### src/rtl/prt_dp_pm_pkg.sv
// Shared definitions for the policy-maker memory loader: FSM states,
// error-bit and valid-bit indices.
package prt_dp_pm_pkg;

  typedef enum logic {
    ST_IDLE = 1'b0,
    ST_LOAD = 1'b1
  } ldr_state_t;

  localparam int unsigned P_ERR_ROM_OF  = 0;
  localparam int unsigned P_ERR_RAM_OF  = 1;
  localparam int unsigned P_ERR_PROT    = 2;

  localparam int unsigned P_MEM_VLD_ROM = 0;
  localparam int unsigned P_MEM_VLD_RAM = 1;

endpackage

### src/rtl/prt_dp_pm_mem_ldr_cnt.sv
// Saturating word counter for one target memory: counts 0..2**P_ADR and
// flags full when the memory depth has been reached.
module prt_dp_pm_mem_ldr_cnt #(
  parameter int unsigned P_ADR = 10
) (
  input  logic             clk_i,
  input  logic             rst_n_i,
  input  logic             clr_i,
  input  logic             inc_i,
  output logic [P_ADR:0]   cnt_o,
  output logic [P_ADR-1:0] adr_o,
  output logic             full_o
);

  localparam logic [P_ADR:0] DEPTH = {1'b1, {P_ADR{1'b0}}};

  logic [P_ADR:0] cnt_q;

  always_ff @(posedge clk_i or negedge rst_n_i) begin
    if (!rst_n_i) begin
      cnt_q <= '0;
    end else if (clr_i) begin
      cnt_q <= '0;
    end else if (inc_i && (cnt_q != DEPTH)) begin
      cnt_q <= cnt_q + 1'b1;
    end
  end

  assign cnt_o  = cnt_q;
  assign adr_o  = cnt_q[P_ADR-1:0];
  assign full_o = (cnt_q == DEPTH);

endmodule

### src/rtl/prt_dp_pm_mem_ldr.sv
// Policy-maker memory loader: turns the exchange block's update stream into
// sequential ROM/RAM writes. Checksum enabled by PRT_DP_PM_MEM_LDR_CHK_EN.
module prt_dp_pm_mem_ldr
  import prt_dp_pm_pkg::*;
#(
  parameter int unsigned P_ROM_ADR = 12,
  parameter int unsigned P_RAM_ADR = 10,
  parameter int unsigned P_TMO     = 255
) (
  input  logic                 CLK_IN,
  input  logic                 RST_IN,
  input  logic                 MEM_STR_IN,
  input  logic [31:0]          MEM_DAT_IN,
  input  logic [1:0]           MEM_VLD_IN,
  output logic                 ROM_WR_OUT,
  output logic [P_ROM_ADR-1:0] ROM_ADR_OUT,
  output logic [31:0]          ROM_DAT_OUT,
  output logic                 RAM_WR_OUT,
  output logic [P_RAM_ADR-1:0] RAM_ADR_OUT,
  output logic [31:0]          RAM_DAT_OUT,
  output logic                 BUSY_OUT,
  output logic                 DONE_OUT,
  output logic [P_ROM_ADR:0]   ROM_WRDS_OUT,
  output logic [P_RAM_ADR:0]   RAM_WRDS_OUT,
  output logic [2:0]           ERR_OUT,
  output logic [31:0]          CHK_OUT
);

  localparam logic [15:0] TMO_MAX  = 16'(P_TMO);
  localparam logic [15:0] TMO_LAST = 16'(P_TMO - 1);

  ldr_state_t             state_q;
  logic [15:0]            tmo_q;
  logic                   rom_wr_q, ram_wr_q, done_q;
  logic [P_ROM_ADR-1:0]   rom_adr_q, rom_cnt_adr;
  logic [P_RAM_ADR-1:0]   ram_adr_q, ram_cnt_adr;
  logic [31:0]            rom_dat_q, ram_dat_q;
  logic [2:0]             err_q, err_d;
  logic                   rom_full, ram_full;
  logic                   in_load, vld_any, vld_rom, vld_ram, vld_both;
  logic                   rom_acc, ram_acc, tmo_hit;

  always_comb begin
    in_load  = (state_q == ST_LOAD);
    vld_any  = |MEM_VLD_IN;
    vld_rom  =  MEM_VLD_IN[P_MEM_VLD_ROM] & ~MEM_VLD_IN[P_MEM_VLD_RAM];
    vld_ram  = ~MEM_VLD_IN[P_MEM_VLD_ROM] &  MEM_VLD_IN[P_MEM_VLD_RAM];
    vld_both =  MEM_VLD_IN[P_MEM_VLD_ROM] &  MEM_VLD_IN[P_MEM_VLD_RAM];
    rom_acc  = ~MEM_STR_IN & in_load & vld_rom & ~rom_full;
    ram_acc  = ~MEM_STR_IN & in_load & vld_ram & ~ram_full;
    // Leave LOAD on the edge where the idle count would reach P_TMO.
    tmo_hit  = ~MEM_STR_IN & in_load & ~vld_any & (tmo_q >= TMO_LAST);

    err_d = err_q;
    if (MEM_STR_IN) begin
      err_d             = '0;
      err_d[P_ERR_PROT] = vld_any;
    end else if (in_load) begin
      if (vld_rom && rom_full) err_d[P_ERR_ROM_OF] = 1'b1;
      if (vld_ram && ram_full) err_d[P_ERR_RAM_OF] = 1'b1;
      if (vld_both)            err_d[P_ERR_PROT]   = 1'b1;
    end else if (vld_any) begin
      err_d[P_ERR_PROT] = 1'b1;
    end
  end

  prt_dp_pm_mem_ldr_cnt #(.P_ADR(P_ROM_ADR)) u_rom_cnt (
    .clk_i   (CLK_IN),
    .rst_n_i (RST_IN),
    .clr_i   (MEM_STR_IN),
    .inc_i   (rom_acc),
    .cnt_o   (ROM_WRDS_OUT),
    .adr_o   (rom_cnt_adr),
    .full_o  (rom_full)
  );

  prt_dp_pm_mem_ldr_cnt #(.P_ADR(P_RAM_ADR)) u_ram_cnt (
    .clk_i   (CLK_IN),
    .rst_n_i (RST_IN),
    .clr_i   (MEM_STR_IN),
    .inc_i   (ram_acc),
    .cnt_o   (RAM_WRDS_OUT),
    .adr_o   (ram_cnt_adr),
    .full_o  (ram_full)
  );

  always_ff @(posedge CLK_IN or negedge RST_IN) begin
    if (!RST_IN) begin
      state_q   <= ST_IDLE;
      tmo_q     <= '0;
      rom_wr_q  <= 1'b0;
      ram_wr_q  <= 1'b0;
      done_q    <= 1'b0;
      rom_adr_q <= '0;
      ram_adr_q <= '0;
      rom_dat_q <= '0;
      ram_dat_q <= '0;
      err_q     <= '0;
    end else begin
      rom_wr_q <= rom_acc;
      ram_wr_q <= ram_acc;
      done_q   <= tmo_hit;
      err_q    <= err_d;
      if (rom_acc) begin
        rom_adr_q <= rom_cnt_adr;
        rom_dat_q <= MEM_DAT_IN;
      end
      if (ram_acc) begin
        ram_adr_q <= ram_cnt_adr;
        ram_dat_q <= MEM_DAT_IN;
      end
      if (MEM_STR_IN) begin
        state_q <= ST_LOAD;
        tmo_q   <= '0;
      end else if (in_load) begin
        if (vld_any) begin
          tmo_q <= '0;
        end else if (tmo_hit) begin
          tmo_q   <= TMO_MAX;
          state_q <= ST_IDLE;
        end else begin
          tmo_q <= tmo_q + 16'd1;
        end
      end
    end
  end

`ifdef PRT_DP_PM_MEM_LDR_CHK_EN
  logic [31:0] chk_q;

  always_ff @(posedge CLK_IN or negedge RST_IN) begin
    if (!RST_IN) begin
      chk_q <= '0;
    end else if (MEM_STR_IN) begin
      chk_q <= '0;
    end else if (rom_acc || ram_acc) begin
      chk_q <= chk_q + MEM_DAT_IN;
    end
  end

  assign CHK_OUT = chk_q;
`else
  assign CHK_OUT = '0;
`endif

  assign ROM_WR_OUT  = rom_wr_q;
  assign ROM_ADR_OUT = rom_adr_q;
  assign ROM_DAT_OUT = rom_dat_q;
  assign RAM_WR_OUT  = ram_wr_q;
  assign RAM_ADR_OUT = ram_adr_q;
  assign RAM_DAT_OUT = ram_dat_q;
  assign BUSY_OUT    = in_load;
  assign DONE_OUT    = done_q;
  assign ERR_OUT     = err_q;

endmodule

### config.mk
export PLATFORM = sky130hd
export DESIGN_NAME = prt_dp_pm_mem_ldr
export DESIGN_NICKNAME = d
export VERILOG_FILES = /design/src/rtl/prt_dp_pm_pkg.sv /design/src/rtl/prt_dp_pm_mem_ldr_cnt.sv /design/src/rtl/prt_dp_pm_mem_ldr.sv
export SDC_FILE = /design/constraint.sdc
export NUM_CORES = 1
export LEC_CHECK = 0
export ABC_AREA = 1
export ABC_CLOCK_PERIOD_IN_PS = 4900
export CAP_MARGIN = 40
export CORE_MARGIN = 5
export CORE_UTILIZATION = 51
export CTS_BUF_LIST = sky130_fd_sc_hd__clkbuf_8 sky130_fd_sc_hd__clkbuf_16
export CTS_CLUSTER_DIAMETER = 100
export CTS_CLUSTER_SIZE = 12
export DETAILED_ROUTE_END_ITERATION = 10
export PLACE_DENSITY = 0.86
export SLEW_MARGIN = 30
export SYNTH_ARGS = -nofsm -noshare
export SYNTH_HDL_FRONTEND = slang
export SYNTH_SLANG_ARGS = --single-unit
### constraint.sdc
create_clock -name CLK_IN -period 4.9 [get_ports CLK_IN]
set_input_delay 0.98 -clock CLK_IN [delete_from_list [all_inputs] [get_ports CLK_IN]]
set_output_delay 0.98 -clock CLK_IN [all_outputs]
set_load 0.01 [all_outputs]
==> results.toml <==
[cells_and_area]
final_nets = 915
diodes = 0
area.growth.synth_to_final_pct = 33.6
fraction_of_final_layout_cells_with_drive_strength_greater_than_1_pct = 5.33

[route]
detailedRoute.firstIterationViolations = 520
detail-route-antenna-nets = 0
routed-wl-met2_um = 7700
firstDrtPassIters = 6
detail_route.drc_violations = 0
routed-wl-met3_um = 1300
drt_wl_total_um = 15900
wirelength_met1_um = 6720
detailroute.via_count = 5299
routed.top_layer = "met4"
vias_per_cell = 5.15
routed_wire_length_per_instance_um = 15.4

[clock_tree]
root_buffer = "sky130_fd_sc_hd__clkbuf_16"
htree_num_levels = 4
worstSkewPairLatency_ns = 0.41
cts_made_buffers = 17
clock-sinks = 133
cts.path.max_buffers = 2
cts_tree = "done"
cts_hold_buffers_added = 0
clkSlewWorstSetupHoldPaths_ns = 0.05
postCtsSetupRepairBufs = 0
cts_resized = 0

[grt]
grt_max_degree = 75
wire_length_of_the_first_global_routing_pass_um = 25600
sum_of_overflow_across_all_layers_after_global_routing = 0
grt_pass1_vias = 5104
grt_antenna_before_repair = 0
global_router_s_overall_resource_usage_pct = 22.4

[place]
io_buffer_count = 153
hpwlAfterDp_um = 11200
gpl.final_weighted_congestion = 0.865

[sta]
finalHoldViolations = 0
setup_viol = 0
setup_repair_after_global_routing_missed_its_margin = "false"
max_freq_mhz = 293
timing.max_slew.rel_slack_pct = 49.8
final_max_slew_viols = 0
tightestPinTransition_ns = 0.753
layout_worst_path_cycle_share_pct = 69.7
setup_total_negative_slack_ns = 0
final.min_clock_period_ns = 3.41
clock_skew_ns = 0.00804
hold_ws_ns = 0.478

[floorplanning]
ports_placed_on_the_boundary = 186
placement_rows = 40
vertical_die_dimension_um = 120
floorplan.core_area_mm2 = 0.0119
die-area_mm2 = 0.0143
initial_utilization_pct = 51.4
die_width_um = 120

[critical_path]
timing.critical_path.fanout_max = 74
timing.rr.start = "u_ram_cnt.cnt_o[0]"
worst-endpoint-required_ns = 5.19
ff2ff_setup_slack_ns = 2.29
crit_chain = "clkdlybuf4s50_1, inv_2, nand2_2, nor3_4, nand2_4, buf_4, nand2_1, o21ai_1"
timing.critical_path.arrival_ns = 3.70
crit_path_end_kind = "flop"
critPathLaunchType = "input port"
critical_path_class = "input port to flop"
path_delay_family = "buffers and inverters"
worst_r2r_path_depth = 10
crit_slowest_cell = "sky130_fd_sc_hd__clkdlybuf4s50_1"
worstReg2RegEnd = "RAM_DAT_OUT[22]"
worstPathBufferInverterCount = 3
cpPeakStageDelay_ns = 0.64

[min_path]
timing.hold.worst_endpoint = "ROM_ADR_OUT[5]"
hp-class = "flop to flop"
min_delay_path_depth = 2
hold_path_startpoint = "ROM_ADR_OUT[5]"

[power]
vdd.ir_drop.worst_uv = 169
power_per_cell_area_mw_per_mm2 = 354
power_leakage_nw = 3.92

[synthesis]
synth.yosys.seq_area_share_pct = 54.4
synth.ff_latch_count = 133
instance_count_of_the_mapped_netlist = 722
yosysWarnings = 0
syn-mean-instance-area_um2 = 8.48
mappedNetlistArea_mm2 = 0.00612
synth.distinct_cells = 29

[outcome]
run_status = "finished, final reports clean"

[flow_run]
max-cap-violations = 0
==> worst min-delay path, delay by kind of cell (launching register included) <==
family	cells	cell delay (ns)
flip-flops	1	0.34
AND/OR/NAND/NOR	2	0.10
==> layer usage <==
| layer | vias to the layer above | GRT usage [%] |
|---|---|---|
| met5 | - | 0 |
| met4 | 0 | 6.66 |
| met3 | 22 | 6.22 |
| met2 | 232 | 36.4 |
| met1 | 2513 | 29.5 |
| li1 | 2532 | - |
==> cell usage in the layout, fill, tap and decap left out, types with 3 or more instances in the layout <==
master	netlist	layout
sky130_fd_sc_hd__buf_4	36	3
sky130_fd_sc_hd__clkbuf_16	0	17
sky130_fd_sc_hd__clkbuf_8	0	6
sky130_fd_sc_hd__clkdlybuf4s50_1	0	152
sky130_fd_sc_hd__clkinv_2	0	3
sky130_fd_sc_hd__conb_1	1	32
sky130_fd_sc_hd__dfrtp_1	133	133
sky130_fd_sc_hd__ha_1	6	6
sky130_fd_sc_hd__inv_1	77	79
sky130_fd_sc_hd__inv_2	4	4
sky130_fd_sc_hd__nand2_1	200	199
sky130_fd_sc_hd__nand2_2	3	3
sky130_fd_sc_hd__nand3_1	49	49
sky130_fd_sc_hd__nand4_1	19	19
sky130_fd_sc_hd__nor2_1	54	54
sky130_fd_sc_hd__nor2_2	3	3
sky130_fd_sc_hd__nor3_1	4	4
sky130_fd_sc_hd__o211ai_1	5	5
sky130_fd_sc_hd__o21ai_0	28	28
sky130_fd_sc_hd__o21ai_1	62	62
sky130_fd_sc_hd__xor2_1	5	5
==> cell usage after synthesis <==
master | instances | area, um^2
sky130_fd_sc_hd__inv_2 | 4 | 15.0
sky130_fd_sc_hd__a21oi_1 | 1 | 5.00
sky130_fd_sc_hd__buf_4 | 36 | 270
sky130_fd_sc_hd__nand2_1 | 200 | 751
sky130_fd_sc_hd__o211ai_1 | 5 | 37.5
sky130_fd_sc_hd__nand3_1 | 49 | 245
sky130_fd_sc_hd__inv_4 | 1 | 6.26
sky130_fd_sc_hd__nand4_1 | 19 | 119
sky130_fd_sc_hd__xor2_1 | 5 | 43.8
sky130_fd_sc_hd__xnor2_1 | 2 | 17.5
sky130_fd_sc_hd__clkbuf_1 | 3 | 11.3
sky130_fd_sc_hd__conb_1 | 1 | 3.75
sky130_fd_sc_hd__buf_2 | 14 | 70.1
sky130_fd_sc_hd__buf_6 | 4 | 45.0
sky130_fd_sc_hd__nor3_1 | 4 | 20.0
sky130_fd_sc_hd__o21ai_1 | 62 | 310
sky130_fd_sc_hd__inv_1 | 77 | 289
sky130_fd_sc_hd__o21bai_1 | 2 | 15.0
sky130_fd_sc_hd__nor2_4 | 1 | 11.3
sky130_fd_sc_hd__clkinv_1 | 1 | 3.75
sky130_fd_sc_hd__nand2_2 | 3 | 18.8
sky130_fd_sc_hd__a22o_1 | 1 | 8.76
sky130_fd_sc_hd__o21ai_0 | 28 | 140
sky130_fd_sc_hd__dfrtp_1 | 133 | 3330
sky130_fd_sc_hd__nor2_2 | 3 | 18.8
sky130_fd_sc_hd__nor3_4 | 2 | 32.5
sky130_fd_sc_hd__nor2_1 | 54 | 203
sky130_fd_sc_hd__a21o_1 | 1 | 7.51
sky130_fd_sc_hd__ha_1 | 6 | 75.1
==> sequential cells by signal (all words and copies together), names as in the netlist <==
register / count
ROM_WR_OUT: 1
ROM_DAT_OUT: 32
RAM_WR_OUT: 1
ROM_ADR_OUT: 12
tmo_q: 16
BUSY_OUT: 1
ERR_OUT: 3
DONE_OUT: 1
RAM_ADR_OUT: 10
RAM_DAT_OUT: 32
u_rom_cnt.cnt_o: 13
u_ram_cnt.cnt_o: 11
==> worst max-delay path by stage <==
stage,from,endpoint,depth (start not counted)
after CTS,MEM_STR_IN,ROM_DAT_OUT[2],8
after global placement,MEM_STR_IN,ROM_DAT_OUT[1],8
after detailed placement,MEM_STR_IN,ROM_DAT_OUT[2],8
after floorplan,MEM_STR_IN,ROM_ADR_OUT[3],8
final,MEM_STR_IN,ROM_DAT_OUT[2],8
after global routing,MEM_STR_IN,ROM_DAT_OUT[2],8
==> stage by stage <==
stage	instance area, um^2	setup WS, ns	total power [mW]	utilization, %	instances
final	8180	1.49	2.89	68.7	1029
after global routing	8180	1.22	3.01	68.7	1029
after CTS	8160	1.49	2.91	68.5	1028
after detailed placement	7600	1.07	1.72	63.8	999
after global placement	7600	1.19	1.70	63.8	999
after floorplan	6240	2.95	1.45	-	753
==> cell type report <==
cell class	count	area [um^2]
fill	928	3730
sequential	133	3330
multi-input combinational	480	2210
timing repair buffer	157	1580
clock buffer	23	508
inverter	83	314
tap	147	184
clock inverter	6	52.6
==> logic make-up (layout without fill, tap and decap cells) <==
| group | count (synthesis) | count (layout) | share of synthesized area, % |
|---|---|---|---|
| flops | 133 | 133 | 54.4 |
| other cells | 1 | 32 | 0.0613 |
| xor+xnor | 7 | 7 | 1.00 |
| simple gates | 335 | 335 | 23.2 |
| buf+inv | 140 | 269 | 11.6 |
| fa+ha+maj | 6 | 6 | 1.23 |
| compound gates | 100 | 100 | 8.56 |
==> power breakdown <==
part	internal [mW]	total (mW)	switching [mW]
registers	1.19	1.25	0.0603
clock network	0.763	1.19	0.427
logic	0.232	0.449	0.217
Power figures use the tool's default switching activity.
